`src/rtl/secure_rx_if.sv`:
```
// secure_rx_if: encrypted byte input, plaintext output and status bundle of secure_rx_deframer
interface secure_rx_if;
    logic [7:0]  in_data;
    logic        in_valid;
    logic        in_last;
    logic        in_ready;
    logic [7:0]  out_data;
    logic        out_valid;
    logic        out_last;
    logic        out_ready;
    logic        frame_ok;
    logic        frame_bad;
    logic        frame_ovf;
    logic [15:0] ok_count;
    logic [15:0] err_count;
    modport master (
        output in_data, in_valid, in_last, out_ready,
        input  in_ready, out_data, out_valid, out_last,
        input  frame_ok, frame_bad, frame_ovf, ok_count, err_count
    );
    modport slave (
        input  in_data, in_valid, in_last, out_ready,
        output in_ready, out_data, out_valid, out_last,
        output frame_ok, frame_bad, frame_ovf, ok_count, err_count
    );
endinterface

```
`src/rtl/secure_rx_deframer.sv`:
```
// secure_rx_deframer: decrypts and buffers a tagged frame, releasing it only on tag match.
// Define SECURE_RX_STATS_EN to build the ok/err frame counters.
module decrypt (
    input  logic [7:0] i_data,
    output logic [7:0] o_data
);
    assign o_data = {i_data[3:0], i_data[7:4]} ^ 8'h5A;
endmodule

module hash (
    input  logic [7:0] i_data,
    output logic [7:0] o_data
);
    assign o_data = {i_data[6:0], i_data[7]} ^ 8'hC3;
endmodule

module secure_rx_deframer #(
    parameter int DEPTH = 16
) (
    input logic        clk,
    input logic        rst,
    secure_rx_if.slave s_if
);
    localparam int AW = $clog2(DEPTH);
    localparam logic [AW:0] FULL = (AW + 1)'(DEPTH);

    typedef enum logic [2:0] {RECV, DISCARD, OVF, CHECK, DRAIN} state_t;

    state_t      r_state, w_next;
    logic [AW:0] r_cnt;
    logic [AW-1:0] r_rd;
    logic [7:0]  r_acc;
    logic        r_match;
    logic [7:0]  r_buf [DEPTH];
    logic [7:0]  w_dec, w_hash;
    logic        w_in_ready, w_out_valid, w_in_fire, w_out_fire;
    logic        w_last, w_full, w_wr, w_clr, w_check;

    decrypt u_dec (.i_data(s_if.in_data), .o_data(w_dec));
    hash    u_hash (.i_data(s_if.in_data), .o_data(w_hash));

    assign w_in_ready  = (r_state == RECV) || (r_state == DISCARD);
    assign w_out_valid = r_state == DRAIN;
    assign w_check     = r_state == CHECK;
    assign w_in_fire   = s_if.in_valid && w_in_ready;
    assign w_out_fire  = w_out_valid && s_if.out_ready;
    assign w_last      = {1'b0, r_rd} == r_cnt - 1'b1;
    assign w_full      = r_cnt == FULL;
    assign w_wr        = (r_state == RECV) && w_in_fire && !s_if.in_last && !w_full;
    // every path back to RECV except a plain data byte wipes the frame context
    assign w_clr       = (r_state == OVF) || (w_check && !(r_match && r_cnt != '0)) ||
                         (w_out_fire && w_last);

    assign s_if.in_ready  = w_in_ready;
    assign s_if.out_valid = w_out_valid;
    assign s_if.out_data  = w_out_valid ? r_buf[r_rd] : 8'h00;
    assign s_if.out_last  = w_out_valid && w_last;
    assign s_if.frame_ok  = w_check && r_match;
    assign s_if.frame_bad = w_check && !r_match;
    assign s_if.frame_ovf = r_state == OVF;

    always_ff @(posedge clk or posedge rst) begin
        if (rst) r_state <= RECV;
        else r_state <= w_next;
    end

    always_comb begin
        w_next = r_state;
        case (r_state)
            RECV:    if (w_in_fire) w_next = s_if.in_last ? CHECK : (w_full ? DISCARD : RECV);
            DISCARD: if (w_in_fire && s_if.in_last) w_next = OVF;
            OVF:     w_next = RECV;
            CHECK:   w_next = (r_match && r_cnt != '0) ? DRAIN : RECV;
            DRAIN:   if (w_out_fire && w_last) w_next = RECV;
            default: w_next = RECV;
        endcase
    end

    always_ff @(posedge clk or posedge rst) begin
        if (rst) begin
            r_cnt   <= '0;
            r_rd    <= '0;
            r_acc   <= '0;
            r_match <= 1'b0;
        end else begin
            if (w_clr) begin
                r_cnt <= '0;
                r_acc <= '0;
            end else if (w_wr) begin
                r_cnt <= r_cnt + 1'b1;
                r_acc <= r_acc ^ w_hash;
            end
            if ((r_state == RECV) && w_in_fire && s_if.in_last) r_match <= r_acc == s_if.in_data;
            if (w_out_fire) r_rd <= w_last ? '0 : r_rd + 1'b1;
        end
    end

    always_ff @(posedge clk) begin
        if (w_wr) r_buf[r_cnt[AW-1:0]] <= w_dec;
    end

`ifdef SECURE_RX_STATS_EN
    logic [15:0] r_ok_cnt, r_err_cnt;
    always_ff @(posedge clk or posedge rst) begin
        if (rst) begin
            r_ok_cnt  <= '0;
            r_err_cnt <= '0;
        end else begin
            if (s_if.frame_ok) r_ok_cnt <= r_ok_cnt + 1'b1;
            if (s_if.frame_bad || s_if.frame_ovf) r_err_cnt <= r_err_cnt + 1'b1;
        end
    end
    assign s_if.ok_count  = r_ok_cnt;
    assign s_if.err_count = r_err_cnt;
`else
    assign s_if.ok_count  = 16'h0000;
    assign s_if.err_count = 16'h0000;
`endif
endmodule
```
`src/flat_wrapper.sv`:
```
// flat-port wrapper written by rule: the top's interface ports become plain ports
module secure_rx_deframer_flat 
#(
    parameter int DEPTH = 16
)
  (clk, rst, s_if_in_data, s_if_in_valid, s_if_in_last, s_if_out_ready, s_if_in_ready, s_if_out_data, s_if_out_valid, s_if_out_last, s_if_frame_ok, s_if_frame_bad, s_if_frame_ovf, s_if_ok_count, s_if_err_count);
  secure_rx_if s_if_i ();
  input logic clk;
  input logic rst;
  input wire logic [$bits(s_if_i.in_data)-1:0] s_if_in_data;
  input wire logic [$bits(s_if_i.in_valid)-1:0] s_if_in_valid;
  input wire logic [$bits(s_if_i.in_last)-1:0] s_if_in_last;
  input wire logic [$bits(s_if_i.out_ready)-1:0] s_if_out_ready;
  output wire logic [$bits(s_if_i.in_ready)-1:0] s_if_in_ready;
  output wire logic [$bits(s_if_i.out_data)-1:0] s_if_out_data;
  output wire logic [$bits(s_if_i.out_valid)-1:0] s_if_out_valid;
  output wire logic [$bits(s_if_i.out_last)-1:0] s_if_out_last;
  output wire logic [$bits(s_if_i.frame_ok)-1:0] s_if_frame_ok;
  output wire logic [$bits(s_if_i.frame_bad)-1:0] s_if_frame_bad;
  output wire logic [$bits(s_if_i.frame_ovf)-1:0] s_if_frame_ovf;
  output wire logic [$bits(s_if_i.ok_count)-1:0] s_if_ok_count;
  output wire logic [$bits(s_if_i.err_count)-1:0] s_if_err_count;
  assign s_if_i.in_data = s_if_in_data;
  assign s_if_i.in_valid = s_if_in_valid;
  assign s_if_i.in_last = s_if_in_last;
  assign s_if_i.out_ready = s_if_out_ready;
  assign s_if_in_ready = s_if_i.in_ready;
  assign s_if_out_data = s_if_i.out_data;
  assign s_if_out_valid = s_if_i.out_valid;
  assign s_if_out_last = s_if_i.out_last;
  assign s_if_frame_ok = s_if_i.frame_ok;
  assign s_if_frame_bad = s_if_i.frame_bad;
  assign s_if_frame_ovf = s_if_i.frame_ovf;
  assign s_if_ok_count = s_if_i.ok_count;
  assign s_if_err_count = s_if_i.err_count;
  secure_rx_deframer #(.DEPTH(DEPTH)) u_core (.clk(clk), .rst(rst), .s_if(s_if_i));
endmodule
```
`config.mk`:
```
export PLATFORM = sky130hd
export DESIGN_NAME = secure_rx_deframer_flat
export DESIGN_NICKNAME = d
export VERILOG_FILES = /design/src/rtl/secure_rx_if.sv /design/src/rtl/secure_rx_deframer.sv /design/src/flat_wrapper.sv
export SDC_FILE = /design/constraint.sdc
export NUM_CORES = 1
export LEC_CHECK = 0
export CAP_MARGIN = 20
export CORE_ASPECT_RATIO = 0.75
export CORE_MARGIN = 5
export CORE_UTILIZATION = 62
export CTS_CLUSTER_DIAMETER = 150
export DETAILED_ROUTE_END_ITERATION = 8
export PLACE_DENSITY = 0.85
export SETUP_SLACK_MARGIN = 0.02
export SLEW_MARGIN = 20
export SYNTH_ARGS = -nofsm -noshare
export SYNTH_HDL_FRONTEND = slang
export SYNTH_SLANG_ARGS = --single-unit
```
`constraint.sdc`:
```
create_clock -name clk -period 6.12 [get_ports clk]
set_input_delay 1.224 -clock clk [delete_from_list [all_inputs] [get_ports clk]]
set_output_delay 1.224 -clock clk [all_outputs]
set_load 0.05 [all_outputs]
```
-- After elaboration in Yosys (flattened, before gate mapping)
Memory sizes are Yosys's and may differ from the RTL's.
Cells that the tools add are included.
- reductions and logical operators: 24
- mux-type cells: 15
- bitwise logic cells: 3
- equal/unequal tests: 10
- add/subtract/negate cells: 3
- operator list (cell ; number):
    8-bit two-way mux ; 3
    3-bit two-way mux ; 5
    1-bit logical AND ; 13
    3-bit one-hot mux with 4 select lines ; 1
    5-bit two-way mux ; 2
    8-bit equality test ; 1
    4-bit inverter ; 2
    8-bit bitwise XOR ; 1
    3-bit by 2-bit equality test with 1-bit output (second input constant) ; 2
    5-bit by 1-bit adder with 5-bit output (second input constant) ; 1
    4-bit by 5-bit equality test with 1-bit output ; 1
    5-bit equality test (second input constant) ; 1
    5-bit nonzero test ; 1
    5-bit by 1-bit subtractor with 5-bit output (second input constant) ; 1
    4-bit by 1-bit adder with 4-bit output (second input constant) ; 1
    1-bit zero test ; 4
    4-bit two-way mux ; 1
    2-bit inequality test (second input constant) ; 2
    3-bit by 1-bit equality test with 1-bit output (second input constant) ; 1
    3-bit equality test (second input constant) ; 1
    3-bit zero test ; 1
    1-bit logical OR ; 3
    1-bit two-way mux ; 3
    3-bit AND reduction ; 1
    2 further kinds ; 2
- flip-flop bits (word level): 21
- bits in writable memories: 128
- output and inout port bits: 46
- input bits: 13
- logic and storage cells: 61
- memories kept: 1
- memories (name ; words ; width ; read ports ; clocked after memory_dff ; wr ports ; line ; RTL):
    u_core.r_buf ; 16 ; 8 ; 1 ; 0 ; 1 ; secure_rx_deframer.sv:34 ; logic [7:0] r_buf [DEPTH];

-- Longest topological paths before layout
- depth after elaboration: 8
- depth in mapped cells: 8
- depth with buffers taken out: 6

-- Modules after synthesis
Synthesis repeated with hierarchy kept, for this count alone.
- cell total of the unflattened synthesis: 410
- area, all modules: 6592.6 µm²
- modules (own cells, without submodules) (module ; times used ; cells each ; area each (µm²) ; seq. area each (µm²)):
    secure_rx_deframer ; 1 ; 394 ; 6502.5 ; 4369.2
    decrypt ; 1 ; 8 ; 45.0 ; 0.0
    hash ; 1 ; 8 ; 45.0 ; 0.0

-- Least setup slack after synthesis
OpenSTA, ideal clock, no wires.
- kind: register to output
- from: reg u_core.r_state[0]
- to: out s_if_out_data[2]
- cell stages (with the launch flop): 5
- required time: 4.896 ns
- data arrival time: 3.495 ns
- path slack: 1.401 ns
- path buffers: 1
- cell sequence: dfrtp_1 > clkbuf_1 > nor3b_1 > nand2_1 > o21ai_0
- word-level cells in the longest chain between the ends: 2
- RTL lines (item ; line ; RTL):
    from (decl) ; secure_rx_deframer.sv:29 ; state_t r_state, w_next;
    from (signal assigned) ; secure_rx_deframer.sv:64 ; else r_state <= w_next;
    3-bit equality test ; secure_rx_deframer.sv:43 ; assign w_out_valid = r_state == DRAIN;
    net s_if_out_valid ; flat_wrapper.sv:16 ; output wire logic [$bits(s_if_i.out_valid)-1:0] s_if_out_valid;
    8-bit two-way mux ; secure_rx_deframer.sv:56 ; assign s_if.out_data = w_out_valid ? r_buf[r_rd] : 8'h00;
    to (decl) ; flat_wrapper.sv:15 ; output wire logic [$bits(s_if_i.out_data)-1:0] s_if_out_data;
The timed path passes the listed nets, and every way through them passes these cells.

-- Worst setup path in the final report
- from: reg u_core.r_cnt[0]
- to: out s_if_out_last
- word-level cells in the longest chain between the ends: 3
- RTL lines (item ; line ; RTL):
    from (decl) ; secure_rx_deframer.sv:30 ; logic [AW:0] r_cnt;
    from (signal assigned) ; secure_rx_deframer.sv:90 ; r_cnt <= r_cnt + 1'b1;
    5-bit by 1-bit subtractor with 5-bit output ; secure_rx_deframer.sv:47 ; assign w_last = {1'b0, r_rd} == r_cnt - 1'b1;
    4-bit by 5-bit equality test with 1-bit output ; secure_rx_deframer.sv:47 ;
    1-bit logical AND ; secure_rx_deframer.sv:57 ; assign s_if.out_last = w_out_valid && w_last;
    to (decl) ; flat_wrapper.sv:17 ; output wire logic [$bits(s_if_i.out_last)-1:0] s_if_out_last;
No other way between the ends.

==> results.json <==
{
  "post-cts-setup-buffer-count": 0,
  "netlist.top_cell.by_area": "sky130_fd_sc_hd__edfxtp_1",
  "tns_ns": 0,
  "synth_cell_type_count": 51,
  "vertical_die_dimension_um": 101,
  "synth.area.top_cells": "sky130_fd_sc_hd__edfxtp_1 56%, sky130_fd_sc_hd__dfrtp_1 7.7%, sky130_fd_sc_hd__mux4_2 5.3%",
  "postSynth.asyncResetShare_pct": 14.1,
  "p_per_area_mw_per_mm2": 381,
  "gp_routability_congestion": 0.838,
  "design.final.nets": 501,
  "synthCells": 458,
  "mostFrequentLayoutCells": "128 x sky130_fd_sc_hd__edfxtp_1, 32 x sky130_fd_sc_hd__conb_1, 28 x sky130_fd_sc_hd__mux2i_1, 26 x sky130_fd_sc_hd__clkdlybuf4s50_1, 24 x sky130_fd_sc_hd__nand2_1",
  "crit_path_required_time_ns": 4.90,
  "htree_num_levels": 4,
  "dp_cells": 604,
  "grt-ovfl-total": 0,
  "p_seq_share_pct": 43.0,
  "netlist.area_leader.share_pct": 56.3,
  "timing.critical_path.slowest_stage_cell": "sky130_fd_sc_hd__clkdlybuf4s50_1",
  "critical_path.endpoint_type": "primary output",
  "layout_commonest_cell": "sky130_fd_sc_hd__edfxtp_1",
  "die_w_um": 131,
  "grt_setup_unrepaired": "no",
  "placement.io_buffers": 26,
  "cts-resized-gates": 0,
  "wl_per_cell_um": 22.1,
  "area.sequential_mm2": 0.00437,
  "post-route-period-util_pct": 78.3,
  "cts_root_buffer": "sky130_fd_sc_hd__clkbuf_16",
  "path_cells": "inv_1 > ha_1 > and4bb_2 > nand2_1 > a211oi_1 > and2_1 > clkdlybuf4s50_1",
  "synth_edf_count": 128,
  "n_fill_cell": 697,
  "multi_input_gate_area_mm2": 0.00219,
  "avg_synthesized_cell_area_um2": 14.9,
  "num_vias": 3910,
  "setup_viol": 0,
  "areaGrowthSynthToFinish_pct": 11.8,
  "critPathKind": "reg -> out",
  "fmax_ghz": 0.209,
  "maxSlewHeadroom_pct": 34.3,
  "initial_core_util_pct": 62.8,
  "number_of_antenna_violations_at_the_first_check_in_global_routing": 0,
  "final_antenna_net_count": 0,
  "first_global_vias": 3781,
  "first_iter_violations": 460,
  "clock_power_share_pct": 34.2,
  "antenna_cells": 0,
  "floorplan.core_area_mm2": 0.0109,
  "design.die.area_mm2": 0.0132,
  "num_rows": 33,
  "worst_setup_path_start_kind": "flip-flop",
  "power.switching_mw": 0.856,
  "dominantRegCellSynth": "sky130_fd_sc_hd__edfxtp_1",
  "ir_worst_vdd_uv": 250,
  "p_leak_nw": 2.57,
  "finalCriticalPeriod_ns": 4.79,
  "final_hpwl_dp_um": 9130,
  "groute.usage.overall_pct": 21.8,
  "cp_slowest_stage_delay_ns": 0.80,
  "clock_path_buffers": 2,
  "grt_start_max_net_pins": 37,
  "whs_ns": 0.576,
  "skew_ns": 0.00776,
  "cts_inserted_buffers": 17,
  "holdCritPathClass": "reg -> reg",
  "grt_pass1_wl_um": 21500,
  "critPathArrivalTime_ns": 3.57,
  "switching_share_pct": 29.5,
  "report.final.slew_viol_count": 0,
  "layoutNonFillerInstCount": 636,
  "clock_latency_ns": 0.42,
  "result_of_the_run": "finished clean",
  "drt-total-wl_um": 14100,
  "synth_seq_area_share_pct": 64.0,
  "maxCapViolations": 0,
  "maximum_fanout_along_the_worst_path": 10,
  "postSynthRegisterBits": 149,
  "clock_sinks": 149,
  "cts.clk_slew.worst_paths_ns": 0.06,
  "hold_viol_final": 0,
  "number_of_hold_buffers_added_after_cts": 0,
  "post_route_cells_drive_above_1_share_pct": 15.5,
  "clock_tree_from_tritoncts": "yes",
  "avgViaCountPerCell": 6.15,
  "drcViolationCount": 0,
  "combinational_power_share_pct": 22.8,
  "mappedNetlistArea_mm2": 0.00682,
  "detailed_routing_iteration_count_for_the_pre_antenna_repair_pass": 7,
  "timing_worst_slew_pin_value_ns": 0.982,
  "synth-warning-count": 0,
  "pin_count": 59,
  "cellInternalPower_mw": 2.05
}
cell type report:
type / instances / area share (%)
sequential: 149 / 57.3
multi-input combinational: 276 / 28.7
clock buffer: 21 / 6.04
timing repair buffer: 31 / 3.90
tap: 140 / 2.30
clock inverter: 11 / 1.41
inverter: 8 / 0.394
worst max-delay path: cells and delay by family, from the launching register on:
family / cells / cell delay, ns
buf+inv: 2 / 0.94
simple gates: 3 / 0.90
fa+ha+maj: 1 / 0.31
flops: 1 / 0.47
compound gates: 1 / 0.53
per-layer routing:
| metal | vias to the layer above | GRT usage [%] | wire length (um) |
|---|---|---|---|
| met5 | - | 0 | 0 |
| met4 | 0 | 8.31 | 265 |
| met3 | 25 | 5.69 | 1180 |
| met2 | 187 | 33.8 | 6820 |
| met1 | 1964 | 30.1 | 5800 |
| li1 | 1734 | - | - |
path summary, 6_finish.rpt:
path	from	to	slack, ns	cells after the start
worst max-delay path	u_core.r_cnt[0]	s_if_out_last	1.33	7
worst min-delay path	u_core.r_acc[1]	u_core.r_acc[1]	0.58	2
worst max register to register	u_core.r_state[0]	u_core.r_buf[4][5]	3.10	4
worst min register to register	u_core.r_acc[1]	u_core.r_acc[1]	0.58	2
max in group asynchronous	rst	u_core.r_rd[0]	4.28	2
min in group asynchronous	rst	u_core.r_rd[1]	1.27	2
state kept, by name, summed over array words and instances (netlist names):
| signal | flops |
|---|---|
| u_core.r_acc | 8 |
| u_core.r_match | 1 |
| u_core.r_buf | 128 |
| u_core.r_rd | 4 |
| u_core.r_cnt | 5 |
| u_core.r_state | 3 |
stage by stage:
stage | instance area (um2) | worst slack [ns] | util (%) | power, mW
2_1_floorplan | 6940 | 1.40 | - | 1.79
3_5_place_dp | 7060 | 1.77 | 65.0 | 1.92
3_3_place_gp | 7040 | 1.64 | 64.8 | 1.90
4_1_cts | 7630 | 1.31 | 70.2 | 2.91
5_1_grt | 7630 | 1.12 | 70.2 | 3.02
6_report | 7630 | 1.33 | 70.2 | 2.90
cells in the mapped netlist (4+ instances only):
| master | number |
|---|---|
| sky130_fd_sc_hd__xnor2_1 | 19 |
| sky130_fd_sc_hd__nand2b_1 | 7 |
| sky130_fd_sc_hd__o21ai_0 | 12 |
| sky130_fd_sc_hd__clkbuf_1 | 10 |
| sky130_fd_sc_hd__mux2i_1 | 28 |
| sky130_fd_sc_hd__nand4_1 | 9 |
| sky130_fd_sc_hd__a211oi_1 | 9 |
| sky130_fd_sc_hd__mux4_2 | 16 |
| sky130_fd_sc_hd__xor2_1 | 6 |
| sky130_fd_sc_hd__nand3_1 | 7 |
| sky130_fd_sc_hd__buf_2 | 4 |
| sky130_fd_sc_hd__ha_1 | 5 |
| sky130_fd_sc_hd__dfrtp_1 | 21 |
| sky130_fd_sc_hd__inv_1 | 8 |
| sky130_fd_sc_hd__o211ai_1 | 6 |
| sky130_fd_sc_hd__nor2b_1 | 6 |
| sky130_fd_sc_hd__buf_6 | 4 |
| sky130_fd_sc_hd__nand2_1 | 24 |
| sky130_fd_sc_hd__buf_4 | 35 |
| sky130_fd_sc_hd__nor4_2 | 6 |
| sky130_fd_sc_hd__nor2_1 | 17 |
| sky130_fd_sc_hd__mux2_2 | 8 |
| sky130_fd_sc_hd__edfxtp_1 | 128 |
| sky130_fd_sc_hd__nor3_1 | 19 |
power groups by stage:
stage / Combinational, mW / Sequential (mW) / Clock [mW]
after detailed placement: 0.654 / 1.27 / 0
final: 0.663 / 1.25 / 0.993
after global routing: 0.716 / 1.26 / 1.04
after floorplan: 0.595 / 1.20 / 0
after CTS: 0.662 / 1.25 / 1.00
after global placement: 0.633 / 1.26 / 0
cells by family after synthesis:
group	count (synthesis)	share of synthesized area [%]
XOR/XNOR	25	3.21
buffers and inverters	64	5.96
AO/OA/AOI/OAI	49	5.32
multiplexers	52	10.7
AND/OR/NAND/NOR	113	9.81
other	1	0.0550
flip-flops	149	64.0
adder cells (fa/ha/maj)	5	0.917
Note: power is estimated with default switching activity, not from simulation.
==> variant 1 (same flow settings) <==
Compare `r_cnt` against `FULL` with >= in place of ==.
--- a/src/rtl/secure_rx_deframer.sv
+++ b/src/rtl/secure_rx_deframer.sv
@@ -46,5 +46,5 @@
     assign w_out_fire  = w_out_valid && s_if.out_ready;
     assign w_last      = {1'b0, r_rd} == r_cnt - 1'b1;
-    assign w_full      = r_cnt == FULL;
+    assign w_full      = r_cnt >= FULL;
     assign w_wr        = (r_state == RECV) && w_in_fire && !s_if.in_last && !w_full;
     // every path back to RECV except a plain data byte wipes the frame context
Check against the original RTL: same outputs for any inputs over 10 cycles, from zero or initial values and one cycle with rst high; that may be too few to reach the edited logic, so the function may still have changed.
==> variant 1 against the unedited design <==
- power rose by 5.0%
- final area fell by 2.7%
- first-iteration DRC count rose by 3.3%
- core utilization rose by 2.5 points
- area after synthesis fell by 5.4%
- count of clock-buffer cells in the layout fell by 3
- worst setup slack improved by 0.14 ns
- routed wire length rose by 0.77%
- sequential cell count did not move
==> variant 1: results (changes against the unedited design) <==
* Crit path DAT at 3.42 ns (-0.15 ns)
* Final #Nets at 447 (-11%)
* Hold_ws at 0.559 ns (-0.0177 ns)
* CP max stage cell: dfrtp_1
* Synth area leaders: edfxtp_1, mux4_2, dfrtp_1
* Leakage at 2.69 nW (+4.7%)
* Hold_sp: u_core.r_state[1]
* Register area share after synthesis at 67.7% (+3.7 points)
* Clkbuf count at 18 (-14%)
* GR Util met3 at 7.00% (+1.3 points)
* Multi-input gate share of total cell area at 24.6% (-4.1 points)
* Vias in the first global route at 3,457 (-8.6%)
* Avg Vias per Cell at 6.14 (-0.18%)
* DP Area at 6710 um2 (-5.0%)
* Crit path capture: s_if_out_data[4]
* Worst IR drop on VDD at 0.276 mV (+10%)
* Final WL at 14,200 um (+0.77%)
* Layout Cells excl Fill at 578 (-9.1%)
* CP peak stage delay at 0.97 ns (+0.17 ns)
* Setup slack, reg-to-reg at 3.37 ns (+0.27 ns)
* Multi-input gate area at 1830 um2 (-16%)
* Synth top cells by count: edfxtp_1, buf_4, nor2_1
* Place WS at 2.00 ns (+0.232 ns)
* R2r startpoint: u_core.r_rd[3]
* Sw Share at 26.2% (-3.3 points)
* Routability Congestion at 0.824 (-1.6%)
* NonClk Buf Share at 4.42% (+0.51 points)
* Filler instances at 620 (-11%)
* Outcome: finished, final reports clean
* Multi-input gates at 215 (-22%)
* Placed Cells at 544 (-9.9%)
* Final Skew at 0.00580 ns (-0.00196 ns)
* M1 GR Usage at 32.9% (+2.8 points)
* Cell variety after synth at 36 (-29%)
* Hold Crit Endpoint: u_core.r_state[0]
* DRT iter0 DRCs at 475 (+3.3%)
## variant 1: cell families (layout without fill, tap and decap cells)
group | after synthesis | count (layout) | synth area share [%]
fa+ha+maj | 5 | 5 | 0.970
compound gates | 25 | 25 | 2.79
simple gates | 81 | 81 | 5.64
xor+xnor | 24 | 24 | 3.26
flops | 149 | 149 | 67.7
buf+inv | 60 | 78 | 5.91
mux | 48 | 48 | 13.7
other cells | 1 | 32 | 0.0581
## variant 1: per-layer routing
metal	wire, um	share of wire [%]	vias to the layer above
li1	-	-	1492
met2	7070	50	237
met1	5470	39	1792
met3	1410	9.9	26
met4	217	1.5	0
met5	0	0	-
## variant 1: power groups by stage
stage               clock (mW)  sequential, mW  combinational [mW]
detailed placement           0            1.29               0.552
global placement             0            1.29               0.531
global route              1.25            1.29               0.611
floorplan                    0            1.20               0.540
finish                    1.20            1.27               0.575
CTS                       1.21            1.28               0.571
==> variant 2 (same settings) <==
Made on the original files. `DEPTH` is set to 16 in 2 places; all go to 8.
--- a/src/rtl/secure_rx_deframer.sv
+++ b/src/rtl/secure_rx_deframer.sv
@@ -16,5 +16,5 @@
 
 module secure_rx_deframer #(
-    parameter int DEPTH = 16
+    parameter int DEPTH = 8
 ) (
     input logic        clk,
--- a/src/flat_wrapper.sv
+++ b/src/flat_wrapper.sv
@@ -2,5 +2,5 @@
 module secure_rx_deframer_flat 
 #(
-    parameter int DEPTH = 16
+    parameter int DEPTH = 8
 )
   (clk, rst, s_if_in_data, s_if_in_valid, s_if_in_last, s_if_out_ready, s_if_in_ready, s_if_out_data, s_if_out_valid, s_if_out_last, s_if_frame_ok, s_if_frame_bad, s_if_frame_ovf, s_if_ok_count, s_if_err_count);
Formal check against the unedited RTL: no difference found for any inputs over 10 cycles, from zero or initial values and one cycle with rst high; that may be too few to reach the edited logic, so the function may still have changed.
==> variant 2 against the unedited design <==
- power is 50% lower
- routed wire length is 49% lower
- sequential cell count is 66 lower
- non-clock buffer count is 2 lower
- register-to-register slack better by 0.06 ns
- sequential share of layout area is 1.4 points lower
- count of clock-buffer cells in the layout is 11 lower
- clock skew is 0.00098 ns higher
- final area is 44% lower
- worst setup slack better by 0.72 ns
- sequential power is 40% lower
- critical endpoint unchanged
- core utilization is 1.3 points lower
- area after synthesis is 42% lower
==> variant 2: results (changes against the unedited design) <==
* Post-DR wirelength/cell at 18.4 um (-17%)
* Clk root buf: clkbuf_8
* Synth Area in XOR/XNOR at 4.69% (+1.5 points)
* Clock-pin transition on the worst setup and hold timing paths at 0.08 ns (+0.02 ns)
* Final Skew at 0.00874 ns (+0.000978 ns)
* Final #Nets at 319 (-36%)
* DP Area at 4120 um2 (-42%)
* CTS Buf Count at 9 (-8)
* Avg Vias per Cell at 5.73 (-6.8%)
* Crit path DAT at 2.85 ns (-0.72 ns)
* GRT Total Usage at 19.4% (-2.4 points)
* Setup TNS at 0 ns (unchanged)
* Worst Path Max Fanout at 9 (-1)
* Synth area leaders: edfxtp_1, dfrtp_1, mux4_2
* Ys flop type: edfxtp_1
* Post-CTS setup buffers at 0 (unchanged)
* Max FFs per register at 64 (-50%)
* Resized cells post-CTS at 0 (unchanged)
* Pre-antenna DRT Iters at 5 (-2)
* Leakage at 1.59 nW (-38%)
* EDFF count, synth at 64 (-50%)
* Multiplexer share of the synthesized area at 11.5% (+0.77 points)
* Relative slew slack at 31.4% (-2.9 points)
* Global-route wire length before repair at 11,400 um (-47%)
* Outcome: finished, final reports clean
* Place WS at 1.97 ns (+0.208 ns)
* Synth top cells by count: edfxtp_1, buf_4, nor2_1
* H-tree depth at 3 (-1)
* Synth Area in Compound Gates at 2.96% (-2.4 points)
* Initial antenna violation count at 0 (unchanged)
* Vias in the first global route at 2,093 (-45%)
* Asr flop ratio synth at 22.9% (+8.8 points)
* DRT iter0 DRCs at 196 (-57%)
* Hold Path Class: reg -> reg
* Clock buffer depth at 2 (unchanged)
* Worst IR drop on VDD at 0.219 mV (-13%)
* DP HPWL at 5080 um (-44%)
* Largest net degree at the start of global routing at 21 (-43%)
* Clock Latency Late Sink at 0.34 ns (-0.08 ns)
* Routability Congestion at 0.795 (-5.1%)
* Post-synthesis adder-cell area fraction at 0.956% (+0.040 points)
* Fraction of layout cells with a size suffix above 1 at 12.0% (-3.5 points)
* Layout Cells excl Fill at 389 (-39%)
* Setup Viol. Count Final at 0 (unchanged)
* Cell variety after synth at 41 (-20%)
* Port Buffers at 26 (unchanged)
* Ant diodes at 0 (unchanged)
* Register area share after synthesis at 61.1% (-2.9 points)
* Cell count after synthesis at 279 (-39%)
* Synth warn at 0 (unchanged)
* Placed Cells at 373 (-38%)
variant 2: cell count changes after synthesis, sizes merged, moves of 9 or more:
cell,before,now
mux2i,28,9
edfxtp,128,64
buf,46,37
nor3,20,7
a211oi,9,0
nor2,17,27
nand2,24,12
variant 2: path summary, 6_finish.rpt:
check | start | endpoint | slack, ns | depth (start not counted)
hold reg to reg | u_core.r_match | u_core.r_match | 0.54 | 2
setup / recovery | u_core.r_cnt[0] | s_if_out_last | 2.05 | 6
min in group asynchronous | rst | u_core.r_state[1] | 1.30 | 2
setup reg to reg | u_core.r_cnt[0] | u_core.r_buf[2][3] | 3.16 | 5
max in group asynchronous | rst | u_core.r_rd[0] | 4.32 | 2
hold / removal | u_core.r_match | u_core.r_match | 0.54 | 2
variant 2: power by group:
part / switching [mW] / total [mW] / internal (mW) / leakage [nW]
logic: 0.201 / 0.390 / 0.189 / 0.689
registers: 0.0924 / 0.744 / 0.651 / 0.823
clock network: 0.176 / 0.319 / 0.143 / 0.0771
total: 0.470 / 1.45 / 0.983 / 1.59
variant 2: critical path, cell delays in order (launching register included):
cell,delay (ns)
dfrtp_1,0.52
inv_1,0.14
ha_1,0.28
xnor2_1,0.31
o211ai_1,0.24
nor3_1,0.18
clkdlybuf4s50_1,0.83
variant 2: cell type report:
type / instances / area [um2]
Clock buffer: 10 / 128
Fill cell: 425 / 1930
Multi-Input combinational cell: 172 / 1320
Clock inverter: 6 / 32.5
Tap cell: 81 / 101
Inverter: 8 / 30.0
Timing Repair Buffer: 29 / 283
Sequential cell: 83 / 2400
variant 2: per-layer routing:
layer	track usage, %	vias up	share of wire [%]
met5	0	-	0
met4	5.90	0	1.4
met3	5.97	10	8.9
met2	27.4	127	45
met1	29.2	1088	44
li1	-	1005	-
